### config.mk
export PLATFORM = sky130hd
export DESIGN_NAME = led_matrix_scanner_flat
export DESIGN_NICKNAME = d
export VERILOG_FILES = /design/src/rtl/sga_pkg.sv /design/src/rtl/led_matrix_scanner_if.sv /design/src/rtl/led_matrix_scanner_scan_timer.sv /design/src/rtl/led_matrix_scanner.sv /design/src/flat_wrapper.sv
export SDC_FILE = /design/constraint.sdc
export NUM_CORES = 1
export LEC_CHECK = 0
export ABC_AREA = 1
export CAP_MARGIN = 10
export CORE_MARGIN = 2
export CORE_UTILIZATION = 28
export CTS_CLUSTER_SIZE = 8
export DETAILED_ROUTE_END_ITERATION = 10
export PLACE_DENSITY = 0.54
export SETUP_SLACK_MARGIN = 0.5
export SYNTH_ARGS = -nofsm -noshare
export SYNTH_HDL_FRONTEND = slang
export SYNTH_HIERARCHICAL = 1
export SYNTH_SLANG_ARGS = --single-unit
### constraint.sdc
create_clock -name clock -period 4.06 [get_ports clock]
set_input_delay 0.609 -clock clock [delete_from_list [all_inputs] [get_ports clock]]
set_output_delay 0.609 -clock clock [all_outputs]
set_load 0.03 [all_outputs]
### src/rtl/sga_pkg.sv
// Shared Snake Game Arcade display definitions: matrix geometry, scan states
// and the frame row-slice helper used by the display stage.
package sga_pkg;

  localparam int SGA_ROWS    = 6;
  localparam int SGA_COLS    = 6;
  localparam int SGA_FRAME_W = SGA_ROWS * SGA_COLS;
  localparam int SGA_ROW_W   = 3;

  typedef enum logic [0:0] {
    S_BLANK = 1'b0,
    S_ON    = 1'b1
  } scan_state_e;

  // Row r occupies bits r*COLS +: COLS, so row 0 is frame[5:0].
  function automatic logic [SGA_COLS-1:0] frame_row(
    input logic [SGA_FRAME_W-1:0] frame,
    input logic [SGA_ROW_W-1:0]   r
  );
    logic [SGA_COLS-1:0] slice_s;
    slice_s = {SGA_COLS{1'b0}};
    for (int i = 0; i < SGA_ROWS; i++) begin
      if (r == SGA_ROW_W'(i)) begin
        slice_s = frame[i*SGA_COLS +: SGA_COLS];
      end else begin
        slice_s = slice_s;
      end
    end
    return slice_s;
  endfunction

endpackage

### src/rtl/led_matrix_scanner_if.sv
// Frame handshake and matrix drive bundle between the renderer side (master)
// and the LED matrix scanner (slave).
interface led_matrix_scanner_if;
  import sga_pkg::*;

  logic [SGA_FRAME_W-1:0] frame;
  logic                   frame_valid;
  logic                   frame_ready;
  logic                   blank;
  logic [SGA_ROWS-1:0]    rows;
  logic [SGA_COLS-1:0]    cols;
  logic [SGA_ROW_W-1:0]   row_index;
  logic                   frame_sync;

  modport master (
    output frame, frame_valid, blank,
    input  frame_ready, rows, cols, row_index, frame_sync
  );

  modport slave (
    input  frame, frame_valid, blank,
    output frame_ready, rows, cols, row_index, frame_sync
  );

endinterface

### src/rtl/led_matrix_scanner_scan_timer.sv
// Phase counter for the row scan: counts cycles inside the current BLANK or ON
// phase and flags its first and last cycle.
module scan_timer #(
  parameter int DWELL_CYCLES = 50000,
  parameter int BLANK_CYCLES = 500
) (
  input  logic clock,
  input  logic reset,
  input  logic is_on,
  output logic phase_done,
  output logic phase_first
);

  localparam int MAX_CYCLES = (DWELL_CYCLES > BLANK_CYCLES) ? DWELL_CYCLES : BLANK_CYCLES;
  localparam int CNT_W      = (MAX_CYCLES > 1) ? $clog2(MAX_CYCLES) : 1;

  localparam logic [CNT_W-1:0] DWELL_LAST = CNT_W'(DWELL_CYCLES - 1);
  localparam logic [CNT_W-1:0] BLANK_LAST = CNT_W'(BLANK_CYCLES - 1);
  localparam logic [CNT_W-1:0] CNT_ZERO   = {CNT_W{1'b0}};
  localparam logic [CNT_W-1:0] CNT_ONE    = CNT_W'(1'b1);

  logic [CNT_W-1:0] cnt_r;
  logic [CNT_W-1:0] last_s;

  // Terminal count depends on which phase the scanner is in.
  always_comb begin
    last_s = BLANK_LAST;
    if (is_on) begin
      last_s = DWELL_LAST;
    end else begin
      last_s = BLANK_LAST;
    end
  end

  assign phase_done  = (cnt_r == last_s);
  assign phase_first = (cnt_r == CNT_ZERO);

  // Restart at zero whenever the phase ends, so every phase starts clean.
  always_ff @(posedge clock or posedge reset) begin
    if (reset) begin
      cnt_r <= CNT_ZERO;
    end else if (phase_done) begin
      cnt_r <= CNT_ZERO;
    end else begin
      cnt_r <= cnt_r + CNT_ONE;
    end
  end

endmodule

### src/rtl/led_matrix_scanner.sv
// Row-multiplexed 6x6 LED matrix driver: double-buffered frame intake via
// valid/ready, tear-free promotion at frame end, blanked one-hot row scan.
module led_matrix_scanner
  import sga_pkg::*;
#(
  parameter int ROWS           = SGA_ROWS,
  parameter int COLS           = SGA_COLS,
  parameter int DWELL_CYCLES   = 50000,
  parameter int BLANK_CYCLES   = 500,
  parameter bit COL_ACTIVE_LOW = 1'b1
) (
  input  logic                 clock,
  input  logic                 reset,
  led_matrix_scanner_if.slave  bus
);

  localparam logic [SGA_ROW_W-1:0] LAST_ROW = SGA_ROW_W'(ROWS - 1);
  localparam logic [SGA_ROW_W-1:0] ROW_ZERO = {SGA_ROW_W{1'b0}};
  localparam logic [SGA_ROW_W-1:0] ROW_ONE  = SGA_ROW_W'(1'b1);
  localparam logic [COLS-1:0]      COLS_OFF = COL_ACTIVE_LOW ? {COLS{1'b1}} : {COLS{1'b0}};
  localparam logic [ROWS-1:0]      ROWS_OFF = {ROWS{1'b0}};

  scan_state_e            state_r;
  scan_state_e            state_next_s;
  logic [SGA_ROW_W-1:0]   row_r;
  logic [SGA_ROW_W-1:0]   row_next_s;

  logic                   phase_done_s;
  logic                   phase_first_s;
  logic                   is_on_s;
  logic                   boundary_s;
  logic                   ready_s;
  logic                   accept_s;
  logic                   lit_s;
  logic                   sync_s;

  logic [SGA_FRAME_W-1:0] pending_r;
  logic                   full_r;
  logic [SGA_FRAME_W-1:0] display_r;

  logic [SGA_COLS-1:0]    row_bits_s;
  logic [COLS-1:0]        col_drive_s;
  logic [ROWS-1:0]        row_drive_s;

  logic [ROWS-1:0]        rows_r;
  logic [COLS-1:0]        cols_r;
  logic [SGA_ROW_W-1:0]   row_index_r;
  logic                   frame_sync_r;

  scan_timer #(
    .DWELL_CYCLES (DWELL_CYCLES),
    .BLANK_CYCLES (BLANK_CYCLES)
  ) u_scan_timer (
    .clock       (clock),
    .reset       (reset),
    .is_on       (is_on_s),
    .phase_done  (phase_done_s),
    .phase_first (phase_first_s)
  );

  assign is_on_s    = (state_r == S_ON);
  // Frame boundary: final lit cycle of the last row; the display swaps here.
  assign boundary_s = is_on_s && (row_r == LAST_ROW) && phase_done_s;
  assign ready_s    = !full_r || boundary_s;
  assign accept_s   = bus.frame_valid && ready_s;
  assign sync_s     = (state_r == S_BLANK) && (row_r == ROW_ZERO) && phase_first_s;

  // Scan state register.
  always_ff @(posedge clock or posedge reset) begin
    if (reset) begin
      state_r <= S_BLANK;
      row_r   <= ROW_ZERO;
    end else begin
      state_r <= state_next_s;
      row_r   <= row_next_s;
    end
  end

  // Next-state logic: BLANK -> ON -> BLANK of the following row.
  always_comb begin
    state_next_s = state_r;
    row_next_s   = row_r;
    case (state_r)
      S_BLANK: begin
        if (phase_done_s) begin
          state_next_s = S_ON;
        end else begin
          state_next_s = S_BLANK;
        end
      end
      S_ON: begin
        if (phase_done_s) begin
          state_next_s = S_BLANK;
          if (row_r == LAST_ROW) begin
            row_next_s = ROW_ZERO;
          end else begin
            row_next_s = row_r + ROW_ONE;
          end
        end else begin
          state_next_s = S_ON;
        end
      end
      default: begin
        state_next_s = S_BLANK;
        row_next_s   = ROW_ZERO;
      end
    endcase
  end

  // Pending/display buffers; an accept at the boundary refills pending while
  // the old pending frame moves to display in the same edge.
  always_ff @(posedge clock or posedge reset) begin
    if (reset) begin
      pending_r <= {SGA_FRAME_W{1'b0}};
      full_r    <= 1'b0;
      display_r <= {SGA_FRAME_W{1'b0}};
    end else begin
      if (boundary_s && full_r) begin
        display_r <= pending_r;
      end else begin
        display_r <= display_r;
      end
      if (accept_s) begin
        pending_r <= bus.frame;
        full_r    <= 1'b1;
      end else if (boundary_s) begin
        pending_r <= pending_r;
        full_r    <= 1'b0;
      end else begin
        pending_r <= pending_r;
        full_r    <= full_r;
      end
    end
  end

  // Row and column drive for the current scan position, before registering.
  always_comb begin
    row_bits_s  = frame_row(display_r, row_r);
    lit_s       = is_on_s && !bus.blank;
    row_drive_s = ROWS_OFF;
    col_drive_s = COLS_OFF;
    if (lit_s) begin
      row_drive_s = ROWS'(1'b1) << row_r;
      if (COL_ACTIVE_LOW) begin
        col_drive_s = ~row_bits_s;
      end else begin
        col_drive_s = row_bits_s;
      end
    end else begin
      row_drive_s = ROWS_OFF;
      col_drive_s = COLS_OFF;
    end
  end

  // Registered matrix outputs.
  always_ff @(posedge clock or posedge reset) begin
    if (reset) begin
      rows_r       <= ROWS_OFF;
      cols_r       <= COLS_OFF;
      row_index_r  <= ROW_ZERO;
      frame_sync_r <= 1'b0;
    end else begin
      rows_r       <= row_drive_s;
      cols_r       <= col_drive_s;
      row_index_r  <= row_r;
      frame_sync_r <= sync_s;
    end
  end

  assign bus.frame_ready = ready_s;
  assign bus.rows        = rows_r;
  assign bus.cols        = cols_r;
  assign bus.row_index   = row_index_r;
  assign bus.frame_sync  = frame_sync_r;

endmodule

### src/flat_wrapper.sv
// flat-port wrapper written by rule: the top's interface ports become plain ports
module led_matrix_scanner_flat import sga_pkg::*;
#(
  parameter int ROWS           = SGA_ROWS,
  parameter int COLS           = SGA_COLS,
  parameter int DWELL_CYCLES   = 50000,
  parameter int BLANK_CYCLES   = 500,
  parameter bit COL_ACTIVE_LOW = 1'b1
)
  (clock, reset, bus_frame, bus_frame_valid, bus_blank, bus_frame_ready, bus_rows, bus_cols, bus_row_index, bus_frame_sync);
  led_matrix_scanner_if bus_i ();
  input  logic clock;
  input  logic reset;
  input wire logic [$bits(bus_i.frame)-1:0] bus_frame;
  input wire logic [$bits(bus_i.frame_valid)-1:0] bus_frame_valid;
  input wire logic [$bits(bus_i.blank)-1:0] bus_blank;
  output wire logic [$bits(bus_i.frame_ready)-1:0] bus_frame_ready;
  output wire logic [$bits(bus_i.rows)-1:0] bus_rows;
  output wire logic [$bits(bus_i.cols)-1:0] bus_cols;
  output wire logic [$bits(bus_i.row_index)-1:0] bus_row_index;
  output wire logic [$bits(bus_i.frame_sync)-1:0] bus_frame_sync;
  assign bus_i.frame = bus_frame;
  assign bus_i.frame_valid = bus_frame_valid;
  assign bus_i.blank = bus_blank;
  assign bus_frame_ready = bus_i.frame_ready;
  assign bus_rows = bus_i.rows;
  assign bus_cols = bus_i.cols;
  assign bus_row_index = bus_i.row_index;
  assign bus_frame_sync = bus_i.frame_sync;
  led_matrix_scanner #(.ROWS(ROWS), .COLS(COLS), .DWELL_CYCLES(DWELL_CYCLES), .BLANK_CYCLES(BLANK_CYCLES), .COL_ACTIVE_LOW(COL_ACTIVE_LOW)) u_core (.clock(clock), .reset(reset), .bus(bus_i));
endmodule
==> qor.yml <==
die:
  fp.dieH_um: 137.8
  coreArea_um2: 17420
  die_area_um2: 19000
  start_util_pct: 28.80
  io_pins: 57
  row_count: 48
  fp.dieW_um: 137.8
clock_tree:
  cts_tree: "yes"
  clk_path_buf_depth: 2
  clock_latency_ns: 0.36
  htreeDepth: 3
  cts.clk_slew.worst_paths_ns: 0.09
  cts_sinks: 109
  post-cts-setup-buffers: 0
  holdBufCountCts: 0
  ctsRootBufferMaster: "clkbuf_16"
  cts_resized: 0
  cts_made_buffers: 9
worst_setup_path:
  cp_data_required_time_ns: 3.45
  path_cells: "ha_1 -> inv_1 -> nor2_1 -> nand2_1 -> nor2_2 -> nand2_2 -> inv_2 -> nand2_1 -> o21ai_2 -> clkdlybuf4s50_1"
  critPathTopFamily: "buffers and inverters"
  startpoint_type: "register"
  critPathMostFrequentCell: "nand2_1"
  reg2reg_depth: 13
  critical_path_depth: 10
  path_buf_inv: 3
  criticalPathCategory: "register to output port"
  critPathSlowestCell: "clkdlybuf4s50_1"
  end_kind: "output port"
  crit_arrival_ns: 2.68
  path_max_fanout: 13
  cpPeakStageDelay_ns: 0.69
route:
  drtPass1Iterations: 4
  viasPerCell: 4.189
  wire_per_inst_um: 12.20
  drcViolationCount: 0
  drt_iter0_drc: 194
  wirelength_um: 10780
  antenna_left: 0
  vias: 3703
pwr:
  p_int_w: 0.001563
  combPwrFrac_pct: 3.3
  switching_share_pct: 23.51
  pwr-share-seq_pct: 53.1
  leakagePower_nw: 2.893
  powerDensity_nw_per_um2: 337.9
  clkPwrFrac_pct: 43.6
  switchingPower_w: 0.0004802
  ir_drop_uv: 182.9
final_layout:
  multiInputGateArea_um2: 1834
  antennaDiodeCount: 0
  drive_gt1_share_pct: 7.891
  finalNonFillerCells: 884
  register_area_um2: 2735
  final_nets: 698
  synthToLayoutAreaGrowth_pct: 20.55
  fillers: 1846
job:
  maxCapViolCount: 0
global_routing:
  grt_usage_pct: 12.39
  grt_pass1_wl_um: 18240
  grt_max_degree: 73
  grt-ovfl-total: 0
  grt_pass1_vias: 3635
  antenna_found_initial: 0
synthesis:
  synth.yosys.warnings: 6
  synth_cells: 609
  synth.cell_area_um2: 5016
  ys_ff_latch: 109
  syn_nets: 653
  yosysUniqueCellTypes: 34
  seq_area_frac_synth_pct: 54.53
  ys.flop_type: "dfrtp_1"
  async_flop_share_pct: 100.0
  syn_avg_cell_area_um2: 8.237
  synth-edff-count: 0
sta:
  timing.slew.headroom_pct: 21.11
  tns_ns: 0
  fmax_ghz: 0.3037
  fin_crit_ns: 3.293
  finalSetupViolCount: 0
  period_share_pct: 81.10
  hold_violations: 0
  slew_viol_final: 0
  tightest_slew_ns: 1.174
  rsz0062_at_grt: "false"
  finClkSkew_ns: 0.01609
hold_path:
  worstHoldPathType: "register to register"
  hold_depth: 2
place:
  gp_congestion: 0.8069
  numPortBuffers: 56
  hpwl_um: 7568
  dp_cells: 868
run_status:
  outcome: "complete, no violations"
-- layer usage --
layer | vias to the layer above | track usage (%) | share of wire (%)
li1 | 1953 | - | -
met1 | 1681 | 17.04 | 50
met2 | 58 | 18.84 | 45
met3 | 11 | 2.649 | 3.4
met4 | 0 | 5.272 | 1.8
met5 | - | 0 | 0
-- flip-flops by register name, summed over array words and instances, names as in the netlist --
| signal | cells |
|---|---|
| u_core/bus.cols | 6 |
| u_core/display_r | 36 |
| u_core/row_r | 3 |
| u_core/u_scan_timer/cnt_r | 16 |
| u_core/full_r | 1 |
| u_core/bus.row_index | 3 |
| u_core/pending_r | 36 |
| u_core/bus.rows | 6 |
| u_core/bus.frame_sync | 1 |
| u_core/is_on_s | 1 |
-- final cells by class --
class	instances	area share, %
flip-flops and latches	109	45.23
multi-input cells	398	30.33
well taps	225	4.655
repair buffers	59	9.849
clock buffers	9	3.724
clock inverters	7	1.386
inverters	77	4.821
-- power groups by stage --
stage | Clock, W | Combinational, W | Sequential [W]
finish | 0.000890 | 0.0000680 | 0.00108
global route | 0.000969 | 0.0000765 | 0.00108
CTS | 0.000926 | 0.0000709 | 0.00108
detailed placement | 0 | 0.0000707 | 0.00111
global placement | 0 | 0.0000704 | 0.00111
floorplan | 0 | 0.0000211 | 0.00111
-- through the flow --
stage	area (um^2)	hold WS, ns	utilization [%]	setup slack, ns	power [W]
floorplan	5016	0.3529	-	1.041	0.001127
global placement	5738	0.4548	32.95	1.126	0.001177
detailed placement	5738	0.4584	32.95	1.087	0.001177
CTS	6047	0.4795	34.72	0.7060	0.002082
global route	6047	0.4903	34.72	0.5253	0.002130
finish	6047	0.4743	34.72	0.7674	0.002043
-- Yosys cell counts, types with 2 or more instances --
library cell / instances / area share (%)
clkbuf_2: 3 / 0.30
xnor2_1: 2 / 0.35
nor3_1: 2 / 0.20
buf_6: 3 / 0.67
inv_1: 71 / 5.3
nor2_1: 65 / 4.9
nor2_2: 11 / 1.4
inv_2: 5 / 0.37
dfstp_2: 6 / 3.1
ha_1: 4 / 1.0
nand2_1: 190 / 14
dfrtp_1: 103 / 51
o21ai_1: 36 / 3.6
clkbuf_1: 6 / 0.45
a21oi_1: 7 / 0.70
nand3_1: 50 / 5.0
o21ai_0: 3 / 0.30
nand3b_1: 6 / 0.90
buf_4: 2 / 0.30
xor2_1: 8 / 1.4
nand2_2: 3 / 0.37
nand4_1: 2 / 0.25
buf_2: 10 / 1.0
-- path summary, 6_finish.rpt --
check / startpoint / endpoint / slack (ns)
worst max-delay path: u_core/u_scan_timer/cnt_r[0] / bus_frame_ready / 0.77
worst min-delay path: u_core/pending_r[18] / u_core/pending_r[18] / 0.47
worst max register to register: u_core/u_scan_timer/cnt_r[0] / u_core/pending_r[14] / 1.11
worst min register to register: u_core/pending_r[18] / u_core/pending_r[18] / 0.47
max in group asynchronous: reset / u_core/pending_r[15] / 2.61
min in group asynchronous: reset / u_core/u_scan_timer/cnt_r[1] / 0.68
-- layout by cell type (no fill, tap or decap), types with 3 or more instances in the layout --
cell type and count:
o21ai_1 36, dfstp_2 6, clkbuf_16 9, o21ai_0 3, dfrtp_1 103, inv_2 5
inv_1 70, nand2_1 190, a21oi_1 7, nand3b_1 6, nor2_1 65, nand2_2 3
inv_8 3, nor2_2 11, nand3_1 50, xor2_1 8, ha_1 4, clkdlybuf4s50_1 56
-- cells by family after synthesis --
logic type,synth area share (%)
buffers and inverters,8.905
DFF,54.53
and+or+nand+nor,28.91
adders and majority gates,0.9978
xor gates and xnor gates,1.746
AOI/OAI and AO/OA,4.914
-- worst register-to-register path, delay by kind of cell, from the launching register on --
kind            cells  cell delay [ns]
simple gates        8             1.29
buf+inv             3             0.73
flops               1             0.42
fa+ha+maj           1             0.21
compound gates      1             0.19
(Power assumes the default switching activity.)
